File: src/rtl/piso_tx.sv
// Parallel-in serial-out transmitter: accepts a WIDTH-bit word and emits it MSB first with frame markers.
// Optional even-parity trailer bit is enabled by defining PISO_TX_PARITY_EN.
module piso_tx #(
  parameter int WIDTH = 4
) (
  input  logic             clk,
  input  logic             clear,
  input  logic [WIDTH-1:0] din,
  input  logic             load_valid,
  output logic             load_ready,
  output logic             dout,
  output logic             dout_valid,
  output logic             frame_start,
  output logic             frame_done
);

  localparam int CNT_W = (WIDTH > 1) ? $clog2(WIDTH) : 1;
  localparam logic [CNT_W-1:0] LAST = CNT_W'(WIDTH - 1);

`ifdef PISO_TX_PARITY_EN
  typedef enum logic [1:0] {IDLE, SHIFT, PARITY} state_t;
`else
  typedef enum logic [0:0] {IDLE, SHIFT} state_t;
`endif

  state_t           state, state_nxt;
  logic [CNT_W-1:0] cnt, cnt_nxt;
  logic [WIDTH-1:0] sreg, sreg_nxt;
  logic             dout_nxt, valid_nxt, start_nxt, done_nxt;
  logic             last_bit, accept;
`ifdef PISO_TX_PARITY_EN
  logic             par, par_nxt;
`endif

  assign last_bit = (state == SHIFT) && (cnt == LAST);

`ifdef PISO_TX_PARITY_EN
  assign load_ready = (state == IDLE) || (state == PARITY);
`else
  assign load_ready = (state == IDLE) || last_bit;
`endif

  assign accept = load_valid && load_ready;

  // Output values are computed for the next cycle so every serial output leaves a flop.
  always_comb begin
    state_nxt = state;
    cnt_nxt   = cnt;
    sreg_nxt  = sreg;
    dout_nxt  = 1'b0;
    valid_nxt = 1'b0;
    start_nxt = 1'b0;
    done_nxt  = 1'b0;
`ifdef PISO_TX_PARITY_EN
    par_nxt   = par;
`endif
    if (accept) begin
      state_nxt = SHIFT;
      cnt_nxt   = '0;
      sreg_nxt  = din;
      dout_nxt  = din[WIDTH-1];
      valid_nxt = 1'b1;
      start_nxt = 1'b1;
`ifdef PISO_TX_PARITY_EN
      par_nxt   = ^din;
`endif
    end else begin
      case (state)
        SHIFT: begin
          if (last_bit) begin
            cnt_nxt = '0;
`ifdef PISO_TX_PARITY_EN
            state_nxt = PARITY;
            dout_nxt  = par;
            valid_nxt = 1'b1;
            done_nxt  = 1'b1;
`else
            state_nxt = IDLE;
`endif
          end else begin
            // Rotating keeps every register bit in use; only the MSB side is ever emitted.
            cnt_nxt   = cnt + CNT_W'(1);
            sreg_nxt  = {sreg[WIDTH-2:0], sreg[WIDTH-1]};
            dout_nxt  = sreg[WIDTH-2];
            valid_nxt = 1'b1;
`ifndef PISO_TX_PARITY_EN
            done_nxt  = (cnt_nxt == LAST);
`endif
          end
        end
`ifdef PISO_TX_PARITY_EN
        PARITY:  state_nxt = IDLE;
`endif
        IDLE:    state_nxt = IDLE;
        default: state_nxt = IDLE;
      endcase
    end
  end

  always_ff @(posedge clk or negedge clear) begin
    if (!clear) begin
      state       <= IDLE;
      cnt         <= '0;
      sreg        <= '0;
      dout        <= 1'b0;
      dout_valid  <= 1'b0;
      frame_start <= 1'b0;
      frame_done  <= 1'b0;
`ifdef PISO_TX_PARITY_EN
      par         <= 1'b0;
`endif
    end else begin
      state       <= state_nxt;
      cnt         <= cnt_nxt;
      sreg        <= sreg_nxt;
      dout        <= dout_nxt;
      dout_valid  <= valid_nxt;
      frame_start <= start_nxt;
      frame_done  <= done_nxt;
`ifdef PISO_TX_PARITY_EN
      par         <= par_nxt;
`endif
    end
  end

endmodule

File: config.mk
export PLATFORM = sky130hd
export DESIGN_NAME = piso_tx
export DESIGN_NICKNAME = d
export VERILOG_FILES = /design/src/rtl/piso_tx.sv
export SDC_FILE = /design/constraint.sdc
export NUM_CORES = 1
export LEC_CHECK = 0
export CAP_MARGIN = 20
export CELL_PAD_IN_SITES_DETAIL_PLACEMENT = 0
export CELL_PAD_IN_SITES_GLOBAL_PLACEMENT = 1
export CORE_MARGIN = 1.5
export CORE_UTILIZATION = 35
export CTS_BUF_LIST = sky130_fd_sc_hd__clkbuf_4 sky130_fd_sc_hd__clkbuf_8
export CTS_CLUSTER_SIZE = 12
export DETAILED_ROUTE_END_ITERATION = 8
export GPL_TIMING_DRIVEN = 0
export PLACE_DENSITY = 0.78
export RECOVER_POWER = 100
export SLEW_MARGIN = 5
export SYNTH_ARGS = -nofsm -noshare
export SYNTH_HDL_FRONTEND = slang
export SYNTH_SLANG_ARGS = --single-unit
File: constraint.sdc
create_clock -name clk -period 1.65 [get_ports clk]
set_input_delay 0.2475 -clock clk [delete_from_list [all_inputs] [get_ports clk]]
set_output_delay 0.2475 -clock clk [all_outputs]
set_load 0.01 [all_outputs]
---- Yosys cells after proc, flatten, opt, wreduce, memory -nomap -nowiden ----
Index checks and enable logic that the tools add are counted.
storage, ports and cells
  input bits .............................. 7
  logic and storage cells ................. 35
  memories ................................ 0
  bits in latches ......................... 0
  memory bits (writable) .................. 0
  bits in read-only memories .............. 0
  register bits after elaboration ......... 11
  output and inout port bits .............. 5
cells by class
  multiply operators ...................... 0
  equality and inequality tests ........... 3
  multiplexer cells ....................... 18
  bitwise logic cells ..................... 1
  $add $sub $neg .......................... 1
  shifts and indexed selects .............. 0
  magnitude comparators ................... 0
  reduce and logical (&&, ||, !) cells .... 5
  div/mod/pow operators ................... 0
operators by type and width
  cell                                                                     count
  4-bit 2-to-1 mux                                                         3
  1-bit 2-to-1 mux                                                         11
  2-bit 2-to-1 mux                                                         3
  2-bit == test, second input constant                                     2
  2-bit by 1-bit adder with 2-bit output, second input constant            1
  1-bit logical AND                                                        2
  2-bit by 1-bit inequality test with 1-bit output, second input constant  1
  1-bit case mux with 2 select lines                                       1
  2-bit AND reduction                                                      1
  2-bit nonzero test                                                       1
  1-bit logical OR                                                         1
  1-bit inverter                                                           1

---- Depth between registers and ports, before layout ----
Gate-level depths: netlist of run 1.
  depth in word-level cells ............... 6
  gate-level depth with buffers ........... 6
  gate-level depth less buffers ........... 5

---- Worst setup path before layout of run 1 ----
Ideal clock, no wire load.
  path type ............................... register -> register
  start ................................... register cnt[0]
  end ..................................... register frame_start
  library setup time ...................... 0.119 ns
  required time ........................... 1.531 ns
  arrival time ............................ 1.060 ns
  buffers on the path ..................... 1
  stages on the path, launching flop included .. 6
  period minus slack after synthesis ...... 1.179 ns
  slack ................................... 0.471 ns
  cells stage by stage .................... dfrtp_1 > ha_1 > nor2b_2 > buf_6 > inv_4 > and2_1
between the ends
  cells in the longest elaborated chain, start to end .. 5
RTL lines
  item                      RTL line  text
  start: declaration        27        logic [CNT_W-1:0] cnt, cnt_nxt;
  start signal: assignment  114       cnt <= cnt_nxt;
  2-bit == test             35        assign last_bit = (state == SHIFT) && (cnt == LAST);
  1-bit logical AND         35
  1-bit logical OR          40        assign load_ready = (state == IDLE) || last_bit;
  named net load_ready      10        output logic load_ready,
  1-bit logical AND         43        assign accept = load_valid && load_ready;
  named net accept          30        logic last_bit, accept;
  1-bit 2-to-1 mux          57        if (accept) begin
  end signal: assignment    118       frame_start <= start_nxt;
  end: declaration          13        output logic frame_start,
The timed path passes the listed nets, and every way through them passes these cells.
A chain may end at the register's enable or synchronous reset.

---- Worst setup path in the final report of run 1 ----
  start ................................... register cnt[1]
  end ..................................... output load_ready
between the ends
  cells in the longest elaborated chain, start to end .. 3
RTL lines
  item               RTL line
  2-bit == test      35
  1-bit logical AND  35
  1-bit logical OR   40
  end: declaration   10
No other way between the ends.

==> summary.md, run 1 <==
| Metric | Value |
|---|---|
| Status | complete, no violations |
| CTS tree | built |
| RePlAce Congestion | around 0.67 |
| Synth unique cells | 16 |
| Vias in the first global route | about 350 |
| Yosys warns | 0 |
| Cell at the slowest stage of the critical path | dfrtp_1 |
| Largest family of logic cells by synthesized area | simple AND/OR/NAND/NOR gates |
| Initial Util | 0.394 |
| Ranking of synthesized cells by area | dfrtp_1, mux2i_1, ha_1 |
| RSZ-0062 raised after global routing | no |
| Syn-to-layout area delta | 41.5% |
| Final setup margin | around 0.08 ns |
| # DRC | 0 |
| Max Clock Skew | about 0.0054 ns |
| Worst Path Required | 1.40 ns |
| Post-Synth Simple-Gate Area | 0.146 |
| Clock Sinks | 10 |
| Initial antenna violation count | 0 |
| Critical path type | flip-flop to output pin |
| Deepest clock path buffer count | 2 |
| GRT overflow | 0 |
| H-tree depth | 1 |
| M3 GR Usage | 0.0170 |
| CTS Hold Bufs | 0 |
| Worst Tran Pin Value | about 0.45 ns |
| Final Hold Viols | 0 |
| Largest net degree at the start of global routing | 11 |
| Placed wire-length estimate | between 600 and 700 um |
| # diodes | 0 |
| Num ports | 12 |
| Tmin final | around 1.6 ns |
| Max Cap Viol | 0 |
| Ys async rst share | 1.00 |
| Clock slew at reported path FFs | roughly 0.050 ns |
| Post-Route Setup TNS | 0 ns |
| Post-synthesis compound-gate area fraction | 0.100 |
| Ys flop type | dfrtp_1 |
| First-pass GRT wire length | between 1500 and 2000 um |
| Die Width | ~39 um |
| Syn_area_per_cell | about 11 sq um |
| Pwr/cell area | between 1500 and 2000 nW/um^2 |
| Pins Over Slew Limit | 0 |
| Critical Path Start Type | flip-flop |
| M1 GR Usage | 0.178 |
| Worst slack, placed | -0.0291 ns |
| Synthesized instance count | 41 |
| Initial DRC count | 1 |
| Rel. slew slack | 0.702 |
| Port Buffers | 10 |
| Leak | approximately 0.32 nW |
| Crit end category | output pin |
| Num rows | 12 |
| Crit path largest cell delay | ~0.42 ns |
| Share of the synthesized area in the top cell type | 0.542 |
| Vias after detailed routing | 345 |
| Die Ht | approximately 39 um |
| Routed WL | 855 um |
| Post-DR wirelength/cell | 11.7 um |
| Setup-failing EPs final | 0 |
| CP top delay family | flip-flops |
| WP data arrival | between 1 and 1.5 ns |
| Share of cells above drive strength 1 | 0.220 |
| Post-Synth XOR/XNOR Area | 0 |
| Worst-path fanout max | 5 |
| Post-synth top cells | dfrtp_1, nand2_1, o21ai_1 |
| Seq/Total Area, Yosys | 0.542 |
| Post-synth EDFFs | 0 |
| Root Buffer | clkbuf_4 |
| Fmax | about 640 MHz |
| Yosys top cell by area | dfrtp_1 |
| Most frequent cell after synthesis | dfrtp_1 |
| Avg Vias per Cell | 4.73 |
| Final worst path period share | 0.952 |
| Mux contribution to synthesized area | 0.0867 |
| Antenna Violating Nets Remaining | 0 |
| TritonRoute pass-1 iters | 2 |
| Post-synthesis register bit count | 10 |
| Syn_nets | 50 |
| Core Footprint | 1170 sq um |
| Fill cell count | roughly 110 |
| Worst Path Buf+Inv | 3 |
| Worst hold path class | input port to flip-flop |
| Nets | 70 |
| Worst-Skew Late Latency | around 0.26 ns |
| Tot GR Track Use | 0.155 |
| M2 GR Usage | 0.267 |
| Post-Syn Area | roughly 460 sq um |
| Number of buffers created by CTS | 3 |
| Die footprint | between 1500 and 2000 sq um |
| Area share of fa/ha/maj cells after synthesis | 0.0542 |
| Crit-path cells | ha_4, nor2b_4, buf_6, inv_4, clkdlybuf4s15_1 |
| Top Usage Layer GRT | met2 |
| Worst VDD drop | between 600 and 700 uV |
-- cells by family (layout without fill, tap and decap cells) --
logic type                 count (synthesis)  in the layout
AOI/OAI and AO/OA                          8              8
adders and majority gates                  2              2
buffers and inverters                      4             22
DFF                                       10             10
muxes                                      4              4
and+or+nand+nor                           13             13
-- placed cells by master, fill, tap and decap left out, types with 2 or more instances in the layout --
master and n:
dlygate4sd3_1 5, nand2b_1 3, o21ai_0 5, dfrtp_1 10, clkbuf_4 4, mux2i_1 4
buf_6 2, buf_4 3, clkdlybuf4s50_1 4, nand2_1 6
-- metrics by stage --
| stage | instance area, sq um | util | power, mW | std cells | hold slack [ns] |
|---|---|---|---|---|---|
| after floorplan | 462 | - | 0.746 | 41 | -0.0481 |
| after global placement | 579 | 0.495 | 0.910 | 65 | 0.468 |
| after detailed placement | 579 | 0.495 | 0.938 | 65 | 0.490 |
| after CTS | 633 | 0.541 | 1.17 | 72 | 0.217 |
| after global routing | 653 | 0.558 | 1.27 | 73 | 0.221 |
| final | 653 | 0.558 | 1.16 | 73 | 0.225 |
-- report_power, final --
part / internal, mW / switching [mW] / leakage (nW) / total [mW]
clock network: 0.0836 / 0.0720 / 0.0138 / 0.156
registers: 0.357 / 0.0695 / 0.122 / 0.427
logic: 0.313 / 0.262 / 0.180 / 0.574
-- sequential cells by signal, indices dropped and copies added, names as in the netlist --
name / flops
frame_start: 1
dout: 1
sreg: 4
dout_valid: 1
cnt: 2
frame_done: 1
-- repair_timing --
action                     4_1_cts  5_1_grt
resized for setup                2        3
buffers inserted                 4        1
pin swaps                        0        1
setup endpoints to repair        1        1
-- metal layers --
layer,wire (um),vias to the layer above
met5,0,-
met4,17,0
met3,38,2
met2,452,10
met1,346,160
li1,-,173
-- area by class of cell --
type / count / area [sq um] / share of cell area
Buffer: 2 / 22.5 / 0.0345
Clock buffer: 3 / 22.5 / 0.0345
Inverter: 2 / 10.0 / 0.0153
Multi-Input combinational cell: 27 / 196 / 0.301
Sequential cell: 10 / 250 / 0.383
Tap cell: 14 / 17.5 / 0.0268
Timing Repair Buffer: 15 / 134 / 0.205
-- path summary, 6_finish.rpt --
check,slack [ns],startpoint,cells past startpoint,end
max in group asynchronous,0.97,clear,1,cnt[1]$_DFFE_PN0P_
worst min register to register,0.50,sreg[3]$_DFFE_PN0P_,2,sreg[0]$_DFFE_PN0P_
worst max register to register,0.20,cnt[0]$_DFFE_PN0P_,7,cnt[1]$_DFFE_PN0P_
worst max-delay path,0.08,cnt[1]$_DFFE_PN0P_,5,load_ready
worst min-delay path,0.23,load_valid,2,frame_done$_DFF_PN0_
min in group asynchronous,0.37,clear,1,cnt[0]$_DFFE_PN0P_
Note: power is estimated with default switching activity, not from simulation.
==> inputs of run 2 (changes only) <==
- RECOVER_POWER: 100 -> 25
==> run 2 against run 1 <==
- critical path depth stayed put
- sequential share of layout area is 0.22 points lower
- wire length is 1.1% higher
- register-to-register slack better by 0.03 ns
- largest power group unchanged
- core utilization is 0.32 points higher
- combinational power is 8.5% higher
- first-iteration DRC count is 100% higher
- cell area is 0.57% higher
- die area stayed put
- setup slack better by 0.0025 ns
- largest cell class unchanged
==> summary.md, run 2 (synthesized netlist as in run 1, its figures left out) <==
| Metric | Value |
|---|---|
| Max Clock Skew | 0.00535 ns (-0.0000467 ns) |
| Pwr/cell area | 1840 nW/um^2 (+3.6%) |
| Max Cap Viol | 0 (unchanged) |
| Placed wire-length estimate | 639 um (unchanged) |
| Clock Sinks | 10 (unchanged) |
| Nets | 70 (unchanged) |
| First-pass GRT wire length | 1520 um (unchanged) |
| Worst Path Required | 1.40 ns (about the same) |
| Deepest clock path buffer count | 2 (unchanged) |
| Syn-to-layout area delta | 42.3% |
| CP top delay family | flip-flops |
| CTS tree | built |
| Fmax | 638 MHz (+0.16%) |
| Hold path depth | 2 (unchanged) |
| Post-Route Setup TNS | 0 ns (unchanged) |
| FF-to-FF path depth | 7 (unchanged) |
| Root Buffer | clkbuf_4 |
| Avg Vias per Cell | 4.85 (+2.6%) |
| Worst-Skew Late Latency | 0.26 ns (about the same) |
| Critical path type | flip-flop to output pin |
| Status | complete, no violations |
| R2r setup slk | 0.23 ns (+0.03 ns) |
| Worst hold path class | input port to flip-flop |
| Post-DR wirelength/cell | 11.8 um (+1.1%) |
| Crit end category | output pin |
| GRT overflow | 0 (unchanged) |
| Commonest non-fill, non-tap cell in the layout | dfrtp_1 |
| Cell at the slowest stage of the critical path | dfrtp_1 |
| Share of cells above drive strength 1 | 0.254 (+0.0339) |
| Routed WL | 864 um (+1.1%) |
| Initial antenna violation count | 0 (unchanged) |
| Tot GR Track Use | 0.155 (unchanged) |
| Die footprint | 1550 sq um (unchanged) |
| Crit path largest cell delay | 0.42 ns (about the same) |
| Worst Tran Pin Value | 0.445 ns (-0.000917 ns) |
| Setup-failing EPs final | 0 (unchanged) |
| Worst hold path endpoint | frame_done$_DFF_PN0_ |
| Number of buffers created by CTS | 3 (unchanged) |
| Tmin final | 1.57 ns (-0.00251 ns) |
| Initial Util | 0.394 (unchanged) |
| Placement Cell Area | 579 sq um (unchanged) |
| Max reg flops | 4 (unchanged) |
| Leak | 0.314 nW (-0.46%) |
| RSZ-0062 raised after global routing | no |
| Vias in the first global route | 354 (unchanged) |
| Port Buffers | 10 (unchanged) |
| Vias after detailed routing | 354 (+2.6%) |
| Final Hold Viols | 0 (unchanged) |
| Final instance area | 657 sq um (+0.57%) |
| Die Ht | 39.3 um (unchanged) |
| Crit-path cells | ha_4, nor2b_4, buf_6, inv_4, clkdlybuf4s15_1 |
| RePlAce Congestion | 0.666 (unchanged) |
| Final core occ | 0.561 (+0.00321) |
| Worst Path Buf+Inv | 3 (unchanged) |
| Die Width | 39.3 um (unchanged) |
| Worst VDD drop | 755 uV (+9.3%) |
| # diodes | 0 (unchanged) |
| Largest net degree at the start of global routing | 11 (unchanged) |
| WP data arrival | 1.32 ns (about the same) |
| Core Footprint | 1170 sq um (unchanged) |
| Final worst path period share | 0.950 (-0.00152) |
| Worst reg2reg path startpoint | cnt[0]$_DFFE_PN0P_ |
| CP Launch Point | cnt[1]$_DFFE_PN0P_ |
| Most frequent cells in the layout | dfrtp_1, clkdlybuf4s50_1, nand2_1 |
| Top flop regs | sreg x4, cnt x2 |
| Pins Over Slew Limit | 0 (unchanged) |
| Worst-path fanout max | 5 (unchanged) |
| Initial DRC count | 2 (+1) |
| # DRC | 0 (unchanged) |
| Critical Path Start Type | flip-flop |
| Clock slew at reported path FFs | 0.05 ns (about the same) |
| Most flops, register | sreg |
| TritonRoute pass-1 iters | 4 (+2) |
| Num ports | 12 (unchanged) |
| Antenna Violating Nets Remaining | 0 (unchanged) |
| Num rows | 12 (unchanged) |
| Total power | 1.21 mW (+4.2%) |
| Crit Reg-Reg Endpoint | cnt[1]$_DFFE_PN0P_ |
| H-tree depth | 1 (unchanged) |
| Hold wc startpoint | load_valid |
| Rel. slew slack | 0.702 (about the same) |
run 2: layout make-up:
cell class	count	area [sq um]
Fill cell	107	514
Sequential cell	10	250
Multi-Input combinational cell	27	196
Timing Repair Buffer	15	138
Clock buffer	3	22.5
Buffer	2	22.5
Tap cell	14	17.5
Inverter	2	10.0
run 2: timing repair:
item,4_1_cts,5_1_grt
hold endpoints to repair,0,0
pin swaps,0,1
buffers inserted,4,1
setup endpoints to repair,1,1
resized for setup,2,3
hold buffers,0,0
run 2: stage by stage:
step / cells / hold WS, ns / setup WS (ns)
finish: 73 / 0.225 / 0.0822
floorplan: 41 / -0.0481 / 0.471
detailed placement: 65 / 0.490 / -0.0291
global route: 73 / 0.221 / 0.0161
CTS: 72 / 0.217 / 0.00535
global placement: 65 / 0.468 / -0.0411
run 2: worst register-to-register path: cells and delay by family, from the launching register on:
family	cells	cell delay (ns)
DFF	1	0.41
buffers and inverters	3	0.32
AOI/OAI and AO/OA	2	0.23
adders and majority gates	1	0.22
and+or+nand+nor	1	0.16
run 2: report_power, final:
| group | switching (mW) | internal, mW |
|---|---|---|
| clock | 0.0722 | 0.0836 |
| combinational | 0.273 | 0.350 |
| sequential | 0.0699 | 0.357 |
| total | 0.415 | 0.791 |
run 2: layer usage:
metal / global-route usage / wire (um)
met1: 0.178 / 337
met2: 0.267 / 459
met3: 0.0170 / 48
met4: 0.103 / 17
met5: 0 / 0
run 2: worst max-delay path by stage:
stage / endpoint / slack (ns) / cells after the start
after floorplan: frame_start$_DFF_PN0_ / 0.47 / 5
after detailed placement: load_ready / -0.03 / 5
after global placement: load_ready / -0.04 / 5
after global routing: load_ready / 0.02 / 5
final: load_ready / 0.08 / 5
after CTS: load_ready / 0.005 / 5
==> inputs of run 3 (changes only) <==
- REMOVE_ABC_BUFFERS: not set -> 1
==> run 3 against run 2 <==
- die area did not move
- core utilization fell by 1.7 points
- power fell by 4.6%
- register-to-register slack improved by 0.12 ns
- critical path depth fell by 1
- wire length fell by 6.5%
- sequential share of layout area rose by 1.2 points
- clock power barely moved
- non-clock buffer count fell by 2
- largest power group unchanged
- setup slack improved by 0.016 ns
- largest cell class unchanged
- first-iteration DRC count did not move
- combinational power fell by 11%
==> summary.md, run 3 (synthesized netlist as in run 1, its figures left out) <==
| Metric | Value |
|---|---|
| Leak | 0.301 nW (-4.1%) |
| Worst Tran Pin Value | 0.441 ns (-0.00449 ns) |
| TritonRoute pass-1 iters | 2 (-2) |
| Die Width | 39.3 um (unchanged) |
| Status | complete, no violations |
| Worst slack, placed | -0.188 ns (-0.159 ns) |
| Max Clock Skew | 0.00368 ns (-0.00166 ns) |
| Worst VDD drop | 626 uV (-17%) |
| Max Cap Viol | 0 (unchanged) |
| Root Buffer | clkbuf_4 |
| Crit-path cells | ha_4, nor2b_4, inv_4, clkdlybuf4s15_1 |
| Deepest clock path buffer count | 2 (unchanged) |
| Most flops, register | sreg |
| Worst hold path class | input port to async pin |
| Antenna Violating Nets Remaining | 0 (unchanged) |
| Final instance area | 637 sq um (-3.0%) |
| Worst Path Buf+Inv | 2 (-1) |
| Placement Cell Area | 567 sq um (-2.2%) |
| Vias in the first global route | 363 (+2.5%) |
| Pwr/cell area | 1810 nW/um^2 (-1.6%) |
| Routed WL | 808 um (-6.5%) |
| WP data arrival | 1.30 ns (-0.02 ns) |
| Post-Route Setup TNS | 0 ns (unchanged) |
| RePlAce Congestion | 0.642 (-3.5%) |
| Initial DRC count | 2 (unchanged) |
| Post-DR wirelength/cell | 11.4 um (-3.8%) |
| CP top delay family | flip-flops |
| Most frequent cells in the layout | dfrtp_1, clkdlybuf4s50_1, nand2_1 |
| Die footprint | 1550 sq um (unchanged) |
| Final Hold Viols | 0 (unchanged) |
| Share of cells above drive strength 1 | 0.211 (-0.0437) |
| Crit end category | output pin |
| Worst reg2reg path startpoint | cnt[0]$_DFFE_PN0P_ |
| Crit path largest cell delay | 0.43 ns (about the same) |
| Inst Count DP | 64 (-1.5%) |
| Die Ht | 39.3 um (unchanged) |
| Initial Util | 0.394 (unchanged) |
| Initial antenna violation count | 0 (unchanged) |
| Final cell count without fillers | 71 (-2.7%) |
| Critical Path Start Type | flip-flop |
| Top flop regs | sreg x4, cnt x2 |
| Syn-to-layout area delta | 37.9% |
| First-pass GRT wire length | 1410 um (-7.3%) |
| # diodes | 0 (unchanged) |
| GRT overflow | 0 (unchanged) |
| Worst Path Required | 1.40 ns (about the same) |
| Number of buffers created by CTS | 3 (unchanged) |
| Avg Vias per Cell | 4.93 (+1.7%) |
| Fill cell count | 103 (-3.7%) |
| Final worst path period share | 0.941 (-0.00962) |
| Tmin final | 1.55 ns (-0.0159 ns) |
| Nets | 68 (-2.9%) |
| # DRC | 0 (unchanged) |
| Commonest non-fill, non-tap cell in the layout | dfrtp_1 |
| Clock Sinks | 10 (unchanged) |
| Critical path type | flip-flop to output pin |
| Max reg flops | 4 (unchanged) |
| Final setup margin | 0.0980 ns (+0.0159 ns) |
| Num ports | 12 (unchanged) |
| CTS Hold Bufs | 0 (unchanged) |
| Core Footprint | 1170 sq um (unchanged) |
| Rel. slew slack | 0.705 (+0.00300) |
| Setup-failing EPs final | 0 (unchanged) |
| Worst-path fanout max | 5 (unchanged) |
| Hold slack | 0.371 ns (+0.146 ns) |
| Num rows | 12 (unchanged) |
| Clock slew at reported path FFs | 0.06 ns (about the same) |
| H-tree depth | 1 (unchanged) |
| RSZ-0062 raised after global routing | no |
| Tot GR Track Use | 0.145 (-0.00966) |
| CP Launch Point | cnt[1]$_DFFE_PN0P_ |
| Pins Over Slew Limit | 0 (unchanged) |
| Placed wire-length estimate | 611 um (-4.3%) |
| Vias after detailed routing | 350 (-1.1%) |
| Cell at the slowest stage of the critical path | dfrtp_1 |
| Port Buffers | 11 (+1) |
| Largest net degree at the start of global routing | 11 (unchanged) |
| Worst-Skew Late Latency | 0.25 ns (about the same) |
| CTS tree | built |
| Fmax | 644 MHz (+1.0%) |
==> run 3: cell types whose count changed in the layout (fill, tap and decap cells not counted), sizes merged <==
| cell | change |
|---|---|
| buf | -3 |
| clkdlybuf4s50 | +1 |
==> run 3: where the power goes <==
group | switching, mW | internal (mW)
logic | 0.251 | 0.305
clock network | 0.0706 | 0.0835
registers | 0.0829 | 0.358
total | 0.404 | 0.746
==> run 3: worst paths after layout <==
path                                        end  slack [ns]  cells after the start
min in group clk                 dout$_DFF_PN0_        0.50                      2
min                        frame_done$_DFF_PN0_        0.37                      1
max                                  load_ready         0.1                      4
max reg2reg                  cnt[1]$_DFFE_PN0P_        0.35                      6
min reg2reg                      dout$_DFF_PN0_        0.50                      2
max in group asynchronous   sreg[2]$_DFFE_PN0P_        0.97                      1
==> run 3: area by class of cell <==
type / instances / area (sq um) / share of cell area
sequential: 10 / 250 / 0.393
multi-input combinational: 27 / 196 / 0.308
timing repair buffer: 15 / 140 / 0.220
clock buffer: 3 / 22.5 / 0.0354
tap: 14 / 17.5 / 0.0275
inverter: 2 / 10.0 / 0.0157
==> run 3: what timing repair did <==
action,4_1_cts,5_1_grt
hold endpoints to repair,0,0
cloned,0,0
buffers inserted,1,3
pin swaps,0,1
resized for setup,3,2
endpoints found under the setup margin,1,1
==> run 3: worst reg2reg max path, stage by stage, from the launching register on <==
cell and delay (ns):
dfrtp_1 0.41, buf_4 0.14, inv_2 0.03, ha_1 0.27, nand2b_1 0.16, a21o_1 0.16, o21ai_1 0.06
==> run 3: metrics by stage <==
step	total power [mW]	utilization
floorplan	0.705	-
global route	1.25	0.544
detailed placement	0.907	0.484
CTS	1.10	0.515
finish	1.15	0.544
global placement	0.867	0.484
==> run 3: layer usage <==
metal  global-route usage  vias to the layer above  part of all wire  routed length [um]
li1                     -                      170                 -                   -
met1                0.138                      171              0.40                 323
met2                0.254                        9              0.54                 435
met3               0.0511                        0             0.061                  49
met4                0.103                        0                 0                   0
met5                    0                        -                 0                   0
